[config.mk]
export PLATFORM = sky130hd
export DESIGN_NAME = uart_tx_scheduler
export DESIGN_NICKNAME = d
export VERILOG_FILES = /design/src/rtl/uart_tx_scheduler.sv
export SDC_FILE = /design/constraint.sdc
export NUM_CORES = 1
export LEC_CHECK = 0
export BUFFER_PORTS_ARGS = -buffer_cell sky130_fd_sc_hd__buf_4
export CORE_MARGIN = 8
export CORE_UTILIZATION = 53
export DETAILED_ROUTE_END_ITERATION = 10
export GPL_TIMING_DRIVEN = 0
export PLACE_DENSITY = 0.87
export SLEW_MARGIN = 20
export SYNTH_ARGS = -nofsm -noshare
export SYNTH_HDL_FRONTEND = slang
export SYNTH_SLANG_ARGS = --single-unit
[constraint.sdc]
create_clock -name clk -period 2.5 [get_ports clk]
set_input_delay 0.5 -clock clk [delete_from_list [all_inputs] [get_ports clk]]
set_output_delay 0.5 -clock clk [all_outputs]
set_load 0.05 [all_outputs]
[src/rtl/uart_tx_scheduler.sv]
// uart_tx_scheduler
//
// Transmit-side controller for the memory-mapped UART data port. Bytes
// written by the CPU are buffered in a small circular FIFO and handed to
// the UART transmit core one at a time using a start/busy handshake.
// `ready` is the bus status bit (FIFO not full) so software can poll for
// space instead of tracking transmitter timing.
//
// Optional feature: define UART_TX_CRLF_EN to expand every 0x0A (LF) into
// the pair 0x0D 0x0A (CR LF) on the wire. The LF is launched from an
// internal hold register, so the pair costs a single FIFO pop.
//
// Parameters
//   DEPTH    FIFO entries (power of two, >= 2)
//   PTR_W    log2(DEPTH)
// Ports
//   clk        clock, all state updates on the rising edge
//   rstn       asynchronous active-low reset
//   wr_en      byte write strobe from the bus (one byte per cycle)
//   wr_data    byte to enqueue, sampled when wr_en is high
//   flush      synchronous clear of FIFO contents and overflow
//   tx_busy    transmitter is shifting a frame
//   tx_start   one-cycle launch pulse to the transmitter
//   tx_data    byte for the transmitter, stable from tx_start until busy falls
//   ready      FIFO not full (combinational from level)
//   level      FIFO occupancy, 0..DEPTH
//   overflow   sticky: a write was dropped because the FIFO was full

module uart_tx_scheduler #(
  parameter int DEPTH = 8,
  parameter int PTR_W = 3
) (
  input  logic             clk,
  input  logic             rstn,
  input  logic             wr_en,
  input  logic [7:0]       wr_data,
  input  logic             flush,
  input  logic             tx_busy,
  output logic             tx_start,
  output logic [7:0]       tx_data,
  output logic             ready,
  output logic [PTR_W:0]   level,
  output logic             overflow
);

  typedef enum logic [1:0] {
    IDLE      = 2'd0,
    LAUNCH    = 2'd1,
    WAIT_BUSY = 2'd2,
    WAIT_DONE = 2'd3
  } state_t;

  state_t state_reg;
  state_t state_next;

  logic [7:0]       mem [DEPTH];
  logic [PTR_W-1:0] wr_ptr_reg;
  logic [PTR_W-1:0] rd_ptr_reg;
  logic [PTR_W:0]   level_reg;
  logic             overflow_reg;
  logic             tx_start_reg;
  logic [7:0]       tx_data_reg;

  logic full;
  logic empty;
  logic push;
  logic drop;
  logic pop;

`ifdef UART_TX_CRLF_EN
  logic       lf_pending_reg;
  logic [7:0] lf_hold_reg;
  logic       send_lf;
`endif

  // full/empty are taken from the registered level, i.e. the state at the
  // start of the cycle; a pop in the same cycle does not make room for a
  // write. A write coinciding with flush is discarded outright.
  assign full  = (level_reg == (PTR_W+1)'(DEPTH));
  assign empty = (level_reg == '0);
  assign push  = wr_en && !full && !flush;
  assign drop  = wr_en &&  full && !flush;

  assign ready    = !full;
  assign level    = level_reg;
  assign overflow = overflow_reg;
  assign tx_start = tx_start_reg;
  assign tx_data  = tx_data_reg;

  // Next-state logic. A pop is suppressed in a flush cycle so that bytes
  // being flushed are never started.
  always_comb begin
    state_next = state_reg;
    pop        = 1'b0;
`ifdef UART_TX_CRLF_EN
    send_lf    = 1'b0;
`endif
    case (state_reg)
      IDLE: begin
        if (!empty && !flush) begin
          pop        = 1'b1;
          state_next = LAUNCH;
        end
      end
      LAUNCH: begin
        state_next = WAIT_BUSY;
      end
      WAIT_BUSY: begin
        if (tx_busy) begin
          state_next = WAIT_DONE;
        end
      end
      WAIT_DONE: begin
        if (!tx_busy) begin
`ifdef UART_TX_CRLF_EN
          // CR has gone out; launch the held LF without touching the FIFO.
          if (lf_pending_reg) begin
            send_lf    = 1'b1;
            state_next = LAUNCH;
          end else begin
            state_next = IDLE;
          end
`else
          state_next = IDLE;
`endif
        end
      end
      default: begin
        state_next = IDLE;
      end
    endcase
  end

  always_ff @(posedge clk or negedge rstn) begin
    if (!rstn) begin
      state_reg <= IDLE;
    end else begin
      state_reg <= state_next;
    end
  end

  // Storage array without reset so it maps onto block RAM.
  always_ff @(posedge clk) begin
    if (push) begin
      mem[wr_ptr_reg] <= wr_data;
    end
  end

  always_ff @(posedge clk or negedge rstn) begin
    if (!rstn) begin
      wr_ptr_reg     <= '0;
      rd_ptr_reg     <= '0;
      level_reg      <= '0;
      overflow_reg   <= 1'b0;
      tx_start_reg   <= 1'b0;
      tx_data_reg    <= 8'h00;
`ifdef UART_TX_CRLF_EN
      lf_pending_reg <= 1'b0;
      lf_hold_reg    <= 8'h00;
`endif
    end else begin
      // Registered pulse: high for exactly the cycle spent in LAUNCH.
      tx_start_reg <= (state_next == LAUNCH);

      if (pop) begin
`ifdef UART_TX_CRLF_EN
        if (mem[rd_ptr_reg] == 8'h0A) begin
          tx_data_reg    <= 8'h0D;
          lf_hold_reg    <= mem[rd_ptr_reg];
          lf_pending_reg <= 1'b1;
        end else begin
          tx_data_reg    <= mem[rd_ptr_reg];
        end
`else
        tx_data_reg <= mem[rd_ptr_reg];
`endif
      end

`ifdef UART_TX_CRLF_EN
      if (send_lf) begin
        tx_data_reg    <= lf_hold_reg;
        lf_pending_reg <= 1'b0;
      end
`endif

      // Flush clears the queue but leaves the FSM and tx_data alone so an
      // in-flight byte finishes normally.
      if (flush) begin
        wr_ptr_reg   <= '0;
        rd_ptr_reg   <= '0;
        level_reg    <= '0;
        overflow_reg <= 1'b0;
      end else begin
        if (push) begin
          wr_ptr_reg <= wr_ptr_reg + PTR_W'(1);
        end
        if (pop) begin
          rd_ptr_reg <= rd_ptr_reg + PTR_W'(1);
        end
        case ({push, pop})
          2'b10:   level_reg <= level_reg + (PTR_W+1)'(1);
          2'b01:   level_reg <= level_reg - (PTR_W+1)'(1);
          default: level_reg <= level_reg;
        endcase
        if (drop) begin
          overflow_reg <= 1'b1;
        end
      end
    end
  end

endmodule

==> results.md, run 1 <==
- DRT antenna net count: 0
- CTS root buf: clkbuf_8
- Final period util: 93.8%
- VDD IR max: 0.000567 V
- Clk buf depth: 2
- Largest net degree at the start of global routing: 23
- WL final: 6910 um
- Clock Skews: 8.54 ps
- WS Path Type: reg2reg
- DP Worst Slack: -39.1 ps
- Register area share after synthesis: 69.8%
- Number of synthesized register bits: between 80 and 90
- Reg power frac: 48.7%
- IO Port Bufs: 26
- Final slew viol count: 0
- First-pass iteration count of the detailed router: 4
- Hold Path Class: in2async
- Top cells by area, synth: edfxtp_1 (54%), dfrtp_1 (16%), mux4_2 (10%), mux2i_1 (3.1%), nand2_1 (2.4%)
- Count leader, synth: edfxtp_1
- Crit path DAT: 2580 ps
- Mapped Cells: 219
- Worst slew margin: 42.2%
- Worst slew pin tran: 863 ps
- DRT iter0 DRCs: 170
- Net switching power: 1.26 mW
- Post-Syn Nets: 236
- GRT Resource Usage Total: 15.4%
- Grt met3 use: 6.45%
- Syn Area/Cell: around 16 um^2
- Busiest grt layer: met2
- Slowest-stage cell, CP: dfrtp_2
- Final Net Count: between 200 and 300
- Async SR Flop Fraction: between 20% and 30%
- M1 GR Usage: a little under a fifth
- Clock transition at the registers of the reported paths: 90 ps
- Layout cells sized above 1: between 30% and 40%
- Via/cell ratio: about 6
- Worst-skew pair later-pin latency: about 360 ps
- Cells along the critical path: or3_4 > o21ai_4 > inv_2 > nand2_2 > inv_1 > ha_1 > a21oi_2 > mux2i_1 > a211o_1
- Sw Share: between 30% and 40%
- Maximum capacitance violations: 0
- Drt drc: 0
- Vias in the first global route: slightly above 2000
- Combinational power share: 27.7%
- Core area: around 6400 um^2
- Routing usage on met2: 24.9%
- Initial antenna violation count: 0
- Critical path data required time: 2740 ps
- Setup ws final: 154 ps
- CTS Hold Buffers Added: 0
- Max Fanout on Critical Path: 8
- Unrepaired setup endpoints after global routing: false
- First-pass GRT wire length: 11100 um
- Pint: 2.39 mW
- Initial Util: 55.1%
- Area leader, netlist: edfxtp_1
- Num ports: 28
- Ant diodes: 0
- Die W: 97.7 um
- Final hold vios: 0
- Synth top cells by count: edfxtp_1 (64), nand2_1 (23), dfrtp_1 (22), mux4_2 (16), nor2_1 (15)
- Cell Area, Synth: roughly 3500 um^2
- Fin crit period: 2350 ps
- DR WL/cell: 20.3 um
- Cell Rows: 29
- DP HPWL: 4450 um
- Status: finished, final reports clean
- Critical Path End Type: register
- Die area: 9550 um^2
- Dpl cells: 322
- Endpoints failing setup: 0
- Clk pwr share: roughly a quarter
- YS warnings: 0
- Placer's final routability congestion estimate: 0.806
- Max frequency: 426 MHz
- Post-synth top flop: edfxtp_1
- Vias: 2028
- CTS tree: built
- Distinct cells, synth: 36
- Area Overhead vs Synth: 15.6%
- R2R depth: 9
- Leak Pwr: 1.48 nW
- PD cells: 892 nW/um^2
- Share of the synthesized area in the top cell type: a little over half
- Max H-tree Level: 3
- Number of synthesized flops with an enable pin: 64
- Worst setup SP type: register
- Gr ovfl total: 0
- Inserted Clock Buffers: 9
- Largest register FFs: 64
- Die Ht: between 90 and 100 um
- Layout Cells excl Fill: 341
- Clock sink total: 86
- Largest stage delay, worst path: 460 ps
==> cell families after synthesis <==
kind of cell,Yosys count,synth area share [%]
simple gates,56,7.14
mux,27,13.3
xor+xnor,5,1.24
fa+ha+maj,5,1.73
compound gates,25,4.81
flops,86,69.8
buf+inv,15,1.94
==> routing by layer <==
layer | wire length [um] | vias up
met3 | 452 | 9
li1 | - | 921
met1 | 2770 | 1038
met4 | 87 | 0
met5 | 0 | -
met2 | 3600 | 60
==> stage by stage <==
step / hold WS, ps / utilization (%) / instance area (um^2) / total power, mW / TNS (ps)
after floorplan: 204 / - / 3550 / 2.50 / -3280
after global placement: 405 / 59.8 / 3840 / 2.77 / -2050
after detailed placement: 415 / 60.2 / 3870 / 2.81 / -309
after CTS: 27.1 / 62.9 / 4040 / 3.66 / 0
after global routing: 27.3 / 63.7 / 4090 / 3.83 / 0
final: 21.6 / 63.7 / 4090 / 3.65 / 0
==> cells in the final DEF (no fill, tap or decap), types with 2 or more instances in the layout <==
cell | synthesis | routed
mux2i_1 | 11 | 11
nor2_1 | 15 | 12
nand3_1 | 6 | 6
inv_1 | 3 | 3
buf_4 | 2 | 30
clkbuf_8 | 0 | 9
nor2_2 | 0 | 3
mux4_2 | 16 | 16
xnor2_1 | 3 | 3
nor3_2 | 0 | 3
clkbuf_1 | 3 | 4
dfrtp_2 | 0 | 2
dfrtp_1 | 22 | 20
inv_6 | 0 | 3
o21ai_0 | 11 | 11
edfxtp_1 | 64 | 64
buf_2 | 4 | 4
nor3_1 | 7 | 4
clkinv_2 | 0 | 2
ha_1 | 4 | 4
xor2_1 | 2 | 2
a21oi_1 | 4 | 4
nand2_1 | 23 | 23
==> power by group through the flow <==
stage / sequential [mW] / clock, mW / combinational, mW
after floorplan: 2.08 / 0 / 0.421
after global placement: 1.79 / 0 / 0.976
after detailed placement: 1.80 / 0 / 1.00
after CTS: 1.77 / 0.883 / 1.01
after global routing: 1.80 / 0.951 / 1.08
final: 1.78 / 0.865 / 1.01
==> worst max-delay path: cells and delay by family, from the launching register on <==
kind	cells	cell delay (ps)
multiplexers	1	110
adder cells (fa/ha/maj)	1	310
AO/OA/AOI/OAI	3	720
buffers and inverters	2	130
flip-flops	1	460
AND/OR/NAND/NOR	2	510
==> worst paths after layout <==
path | from | end | slack, ps
hold reg to reg | tx_data[4] | tx_data[4] | 490
min in group clk | wr_data[1] | mem[3][1] | 370
setup / recovery | level[0] | level[3] | 150
hold / removal | rstn | overflow | 20
max in group asynchronous | rstn | level[1] | 2220
setup reg to reg | level[0] | level[3] | 150
==> area by class of cell <==
type	instances	area, um^2
Fill cell	436	2330
Multi-Input combinational cell	118	1050
Buffer	10	50.0
Tap cell	77	96.3
Clock buffer	10	128
Inverter	5	18.8
Sequential cell	86	2470
Clock inverter	6	43.8
Timing Repair Buffer	29	230
==> what timing repair did <==
action,4_1_cts,5_1_grt
setup endpoints to repair,8,25
setup buffers,0,3
resized for setup,1,4
pin swaps,0,2
cloned,0,0
Note: power is estimated with default switching activity, not from simulation.
==> run 2: changes to the inputs <==
--- a/config.mk
+++ b/config.mk
@@ -8,6 +8,7 @@
 export BUFFER_PORTS_ARGS = -buffer_cell sky130_fd_sc_hd__buf_4
 export CORE_MARGIN = 8
 export CORE_UTILIZATION = 53
+export CTS_BUF_LIST = sky130_fd_sc_hd__clkbuf_16
 export DETAILED_ROUTE_END_ITERATION = 10
 export GPL_TIMING_DRIVEN = 0
 export PLACE_DENSITY = 0.87
==> run 2 against run 1 <==
  * Flip-flop and latch count unchanged
  * Critical path depth shrank 4
  * Final area rose by 2.7%
  * Sequential share of layout area down 1.6 points
  * Global-route usage grew 0.48 points
  * Maximum frequency is 1.4% lower
  * Highest routed layer unchanged
  * Critical path type unchanged
  * Final cell count is 0.29% higher
  * Worst hold slack gained 31 ps
  * Critical endpoint is now mem[4][3]
  * Non-clock buffer count is 1 higher
  * Combinational power about the same
  * Setup slack worse by 33 ps
  * Register-to-register slack worse by 30 ps
==> results.md, run 2 (synthesis gave the netlist of run 1 again) <==
- Area post-placement: 3870 um^2
- Reg-to-reg endpoint: mem[4][3]
- Via/cell ratio: 5.89
- DR WL/cell: 20.7 um
- Maximum capacitance violations: 0
- Max Fanout on Critical Path: 8
- Met1 wire length: 2810 um
- Placer's final routability congestion estimate: 0.806
- Net switching power: 1.31 mW
- Critical Path End Type: register
- Max H-tree Level: 3
- Total power: 4.01 mW
- TNS Setup: 0 ps
- R2R depth: 5
- DRT iter0 DRCs: 97
- Met2 wire length: about 3700 um
- Final Net Count: 277
- Cell Rows: 29
- Crit path DAT: 2420 ps
- Die W: between 90 and 100 um
- R2r setup slk: between 100 and 150 ps
- Drt drc: 0
- DP HPWL: 4450 um
- Worst setup SP type: register
- Gr ovfl total: 0
- Layout cells sized above 1: 31.3%
- Clock Skews: between 5 and 6 ps
- Worst slew pin tran: 823 ps
- CTS Hold Buffers Added: 0
- Critical path data required time: 2550 ps
- Min Hold Slack: between 50 and 60 ps
- Worst slew margin: 44.9%
- Clk pwr share: 30.3%
- DR WL met3: 541 um
- VDD IR max: between 0.0006 and 0.0007 V
- Fin crit period: 2380 ps
- Initial Util: 55.1%
- First-pass GRT wire length: ~12000 um
- IO Port Bufs: 26
- Pint: 2.70 mW
- Endpoints failing setup: 0
- Final hold vios: 0
- Commonest non-fill, non-tap cells in the layout: edfxtp_1 (64), buf_4 (32), nand2_1 (23)
- WS Path Type: reg2reg
- Fillcell total: 423
- Die Ht: 97.7 um
- Clock transition at the registers of the reported paths: approximately 60 ps
- DRT antenna net count: 0
- Unrepaired setup endpoints after global routing: true
- Worst-skew pair later-pin latency: 330 ps
- Initial antenna violation count: 0
- Die area: 9550 um^2
- First-pass iteration count of the detailed router: 4
- Setup ws final: 121 ps
- Final slew viol count: 0
- Inserted Clock Buffers: 9
- Max frequency: 420 MHz
- Status: finished, final reports clean
- PD cells: 953 nW/um^2
- Clock sink total: 86
- Ant diodes: 0
- Combinational power share: 25.3%
- Clk buf depth: 2
- CTS root buf: clkbuf_16
- Largest register FFs: 64
- Top Metal Used: met4
- Design area: about 4200 um^2
- Sw Share: between 30% and 40%
- Hold Path Class: in2async
- DP Worst Slack: -39.1 ps
- Vias: 2014
- WL final: 7100 um
- GRT Resource Usage Total: 15.8%
- Leak Pwr: 1.54 nW
- Largest net degree at the start of global routing: 23
- Final period util: a little over nine tenths
- Area Overhead vs Synth: 18.7%
- Worst R2R Start: level[0]
- Core area: 6420 um^2
- Vias in the first global route: between 2000 and 2500
- Commonest non-fill, non-tap cell in the layout: edfxtp_1
- Reg power frac: 44.4%
- Num ports: 28
- CTS tree: built
run 2: cell count changes in the layout (fill, tap and decap cells not counted), sizes merged:
cell    delta
clkbuf     -1
buf        +1
inv        +1
run 2: worst max path at each step:
stage,from,to,slack [ps],cells past startpoint
6_report,level[0],mem[4][3],120,5
5_1_grt,level[0],mem[4][2],-70,5
4_1_cts,level[0],mem[7][6],-20,4
3_5_place_dp,wr_en,mem[5][3],-40,4
3_3_place_gp,wr_en,mem[4][3],-140,4
2_1_floorplan,level[0],mem[1][0],-120,4
run 2: through the flow:
stage | std cells | util, %
final | 342 | 65.4
after global routing | 342 | 65.4
after CTS | 338 | 64.5
after detailed placement | 322 | 60.2
after global placement | 322 | 59.8
after floorplan | 219 | -
run 2: layout make-up:
class                           instances  area (um^2)  share of cell area (%)
Sequential cell                        86         2470                    58.8
Multi-Input combinational cell        118         1070                    25.4
Clock buffer                            9          225                    5.36
Timing Repair Buffer                   30          225                    5.36
Tap cell                               77         96.3                    2.29
Buffer                                 10         50.0                    1.19
Clock inverter                          7         47.5                    1.13
Inverter                                5         18.8                   0.447
run 2: repair_timing:
| item | 4_1_cts | 5_1_grt |
|---|---|---|
| gates resized for setup | 1 | 5 |
| pin swaps | 0 | 2 |
| setup buffers | 0 | 4 |
| setup endpoints to repair | 13 | 33 |
| gates cloned | 0 | 0 |
run 2: power groups by stage:
stage	Combinational, mW	Sequential (mW)	Clock (mW)
after floorplan	0.421	2.08	0
after global placement	0.976	1.79	0
after detailed placement	1.00	1.80	0
after CTS	1.01	1.78	1.24
after global routing	1.09	1.80	1.30
final	1.01	1.78	1.22
run 2: layer usage:
layer / track usage [%] / vias to the layer above
li1: - / 918
met1: 18.5 / 1018
met2: 25.7 / 70
met3: 5.95 / 8
met4: 6.59 / 0
met5: 0 / -
run 2: critical path, stage by stage, from the launching register on:
cell	delay [ps]
dfrtp_1	480
nor3_1	170
a21boi_0	480
nand2_1	370
nor4_4	390
buf_4	210
==> run 3: changes to the inputs <==
--- a/config.mk
+++ b/config.mk
@@ -5,6 +5,7 @@
 export SDC_FILE = /design/constraint.sdc
 export NUM_CORES = 1
 export LEC_CHECK = 0
+export ABC_AREA = 1
 export BUFFER_PORTS_ARGS = -buffer_cell sky130_fd_sc_hd__buf_4
 export CORE_MARGIN = 8
 export CORE_UTILIZATION = 53
==> run 3 against run 2 <==
  * Maximum frequency is 9.4% higher
  * Flip-flop and latch count unchanged
  * Die area up 1.1%
  * Combinational power rose by 17%
  * Global-route usage grew 2.4 points
  * Register-to-register slack improved by 210 ps
  * Clock power about the same
  * Non-clock buffer count fell by 1
  * Wire length up 19%
  * Power increased by 3.5%
  * Largest cell class unchanged
  * Sequential power barely moved
  * Largest power group unchanged
  * Sequential share of layout area grew 0.62 points
==> results.md, run 3 <==
- Placer's final routability congestion estimate: 0.856
- Maximum capacitance violations: 0
- Final period util: 86.9%
- VDD IR max: ~0.00061 V
- Endpoints failing setup: 0
- Number of synthesized flops with an enable pin: 64
- Design area: 4160 um^2
- R2r setup slk: between 300 and 400 ps
- Worst-skew pair later-pin latency: 340 ps
- IO Port Bufs: 27
- Cell Area, Synth: 3590 um^2
- Critical Path End Type: register
- GRT Resource Usage Total: 18.2%
- Vias: 2598
- Share of the synthesized area in the top cell type: 53.6%
- Layout Cells excl Fill: 431
- Initial Util: 53.7%
- First-pass GRT wire length: 13400 um
- Ant diodes: 0
- Hold Path Class: in2async
- Vias in the first global route: about 2700
- CTS Hold Buffers Added: 0
- Post-synth top flop: edfxtp_1
- Crit path top cell by count: nor2_1
- First-pass iteration count of the detailed router: 5
- Commonest non-fill, non-tap cell in the layout: nor2_1
- CTS tree: built
- # resized after CTS: 0
- Die area: 9660 um^2
- Layout cells sized above 1: 18.8%
- Worst slew margin: 36.8%
- Worst slew pin tran: 944 ps
- Dpl cells: 415
- Via/cell ratio: 6.03
- Cell Rows: 30
- Final hold vios: 0
- Distinct cells, synth: 26
- Gr ovfl total: 0
- Critical path data required time: 2460 ps
- Slowest-stage cell, CP: nor2_1
- CTS root buf: clkbuf_16
- Synth top cells by count: nor2_1 (69), edfxtp_1 (64), nand2_1 (36), o21ai_0 (34), dfrtp_1 (22)
- Final slew viol count: 0
- Async SR Flop Fraction: 25.6%
- Worst setup SP type: register
- Post-Syn Nets: 325
- PD cells: 997 nW/um^2
- Core area: 6680 um^2
- Die Ht: 98.3 um
- Unrepaired setup endpoints after global routing: false
- Fin util: 62.2%
- Syn Area/Cell: between 10 and 15 um^2
- Clock transition at the registers of the reported paths: ~70 ps
- WL final: 8430 um
- Area Overhead vs Synth: 15.9%
- Max frequency: 460 MHz
- Count leader, synth: nor2_1
- Fin crit period: 2170 ps
- Clock sink total: 86
- Worst R2R Start: level[3]
- DP HPWL: 5290 um
- Post-CTS setup buffer count: 0
- Leak Pwr: 1.65 nW
- Crit path DAT: 2130 ps
- DRT iter0 DRCs: 273
- Number of synthesized register bits: 86
- Num ports: 28
- Cells along the critical path: inv_2 > nor2_2 > nand2_2 > nand2_4 > nor2_1 > nand2_1 > nor2_1
- Die W: 98.3 um
- Area post-placement: 3890 um^2
- Largest register FFs: 64
- Register area share after synthesis: 68.9%
- DR WL/cell: 19.6 um
- Clock Skews: around 8.8 ps
- Final Net Count: about 360
- YS warnings: 0
- Top cells by area, synth: edfxtp_1 (54%), dfrtp_1 (15%), nor2_1 (7.2%), o21ai_0 (4.7%), o32ai_1 (3.9%)
- WS Path Type: reg2reg
- Drt drc: 0
- TNS Setup: 0 ps
- Mapped Cells: 308
- Largest net degree at the start of global routing: 23
- Largest stage delay, worst path: 740 ps
- Commonest non-fill, non-tap cells in the layout: nor2_1 (69), edfxtp_1 (64), nand2_1 (36)
- Status: finished, final reports clean
- Max Fanout on Critical Path: 8
- Inserted Clock Buffers: 9
- Max H-tree Level: 3
- DRT antenna net count: 0
- Area leader, netlist: edfxtp_1
- R2R depth: 7
- Clk buf depth: 2
- Reg-to-reg endpoint: mem[0][0]
- Initial antenna violation count: 0
==> run 3: changes by cell type in the layout (fill, tap and decap cells not counted), sizes merged, moves of 11 or more <==
cell,previous run,this run
nand2,24,42
o32ai,0,16
mux4,16,0
inv,8,24
mux2i,11,0
o21ai,12,39
nor2,15,74
==> run 3: per-layer routing <==
layer,global-route usage (%),vias up,wire (um)
met5,0,-,0
met2,30.4,166,4260
met4,10.6,0,302
li1,-,1150,-
met1,20.7,1246,3170
met3,4.77,36,695
==> run 3: logic make-up after synthesis <==
family,after synthesis,share of synthesized area (%)
compound gates,60,10.4
xor+xnor,1,0.244
simple gates,124,15.1
buf+inv,33,3.94
fa+ha+maj,4,1.40
flops,86,68.9
==> run 3: stage by stage <==
stage / power (mW) / setup slack [ps] / hold slack (ps)
final: 4.15 / 326 / 52.6
after global routing: 4.31 / 136 / 73.8
after CTS: 4.15 / 325 / 61.1
after detailed placement: 2.95 / 338 / 419
after global placement: 2.91 / 397 / 412
after floorplan: 2.59 / 265 / 204
==> run 3: worst max path at each step <==
| stage | startpoint | end | cells past startpoint | slack, ps |
|---|---|---|---|---|
| floorplan | level[0] | mem[4][0] | 6 | 270 |
| global route | level[3] | mem[0][3] | 7 | 140 |
| detailed placement | level[3] | mem[3][1] | 7 | 340 |
| finish | level[3] | mem[0][0] | 7 | 330 |
| global placement | level[3] | mem[3][1] | 7 | 400 |
| CTS | level[3] | mem[3][0] | 7 | 330 |
==> run 3: area by class of cell <==
cell class	count	area, um^2
Clock inverter	7	42.5
Buffer	12	62.6
Inverter	21	78.8
Tap cell	80	100
Sequential cell	86	2470
Fill cell	495	2520
Timing Repair Buffer	27	203
Multi-Input combinational cell	189	973
Clock buffer	9	225
==> run 3: worst max-delay path, delay by kind of cell, from the launching register on <==
family                 cells  cell delay, ps
AND/OR/NAND/NOR            6            1290
buffers and inverters      1              90
flip-flops                 1             420
==> run 3: where the power goes <==
| group | internal [mW] | leakage, nW | switching [mW] |
|---|---|---|---|
| clock | 0.665 | 0.132 | 0.535 |
| sequential | 1.67 | 0.865 | 0.0963 |
| combinational | 0.357 | 0.649 | 0.827 |
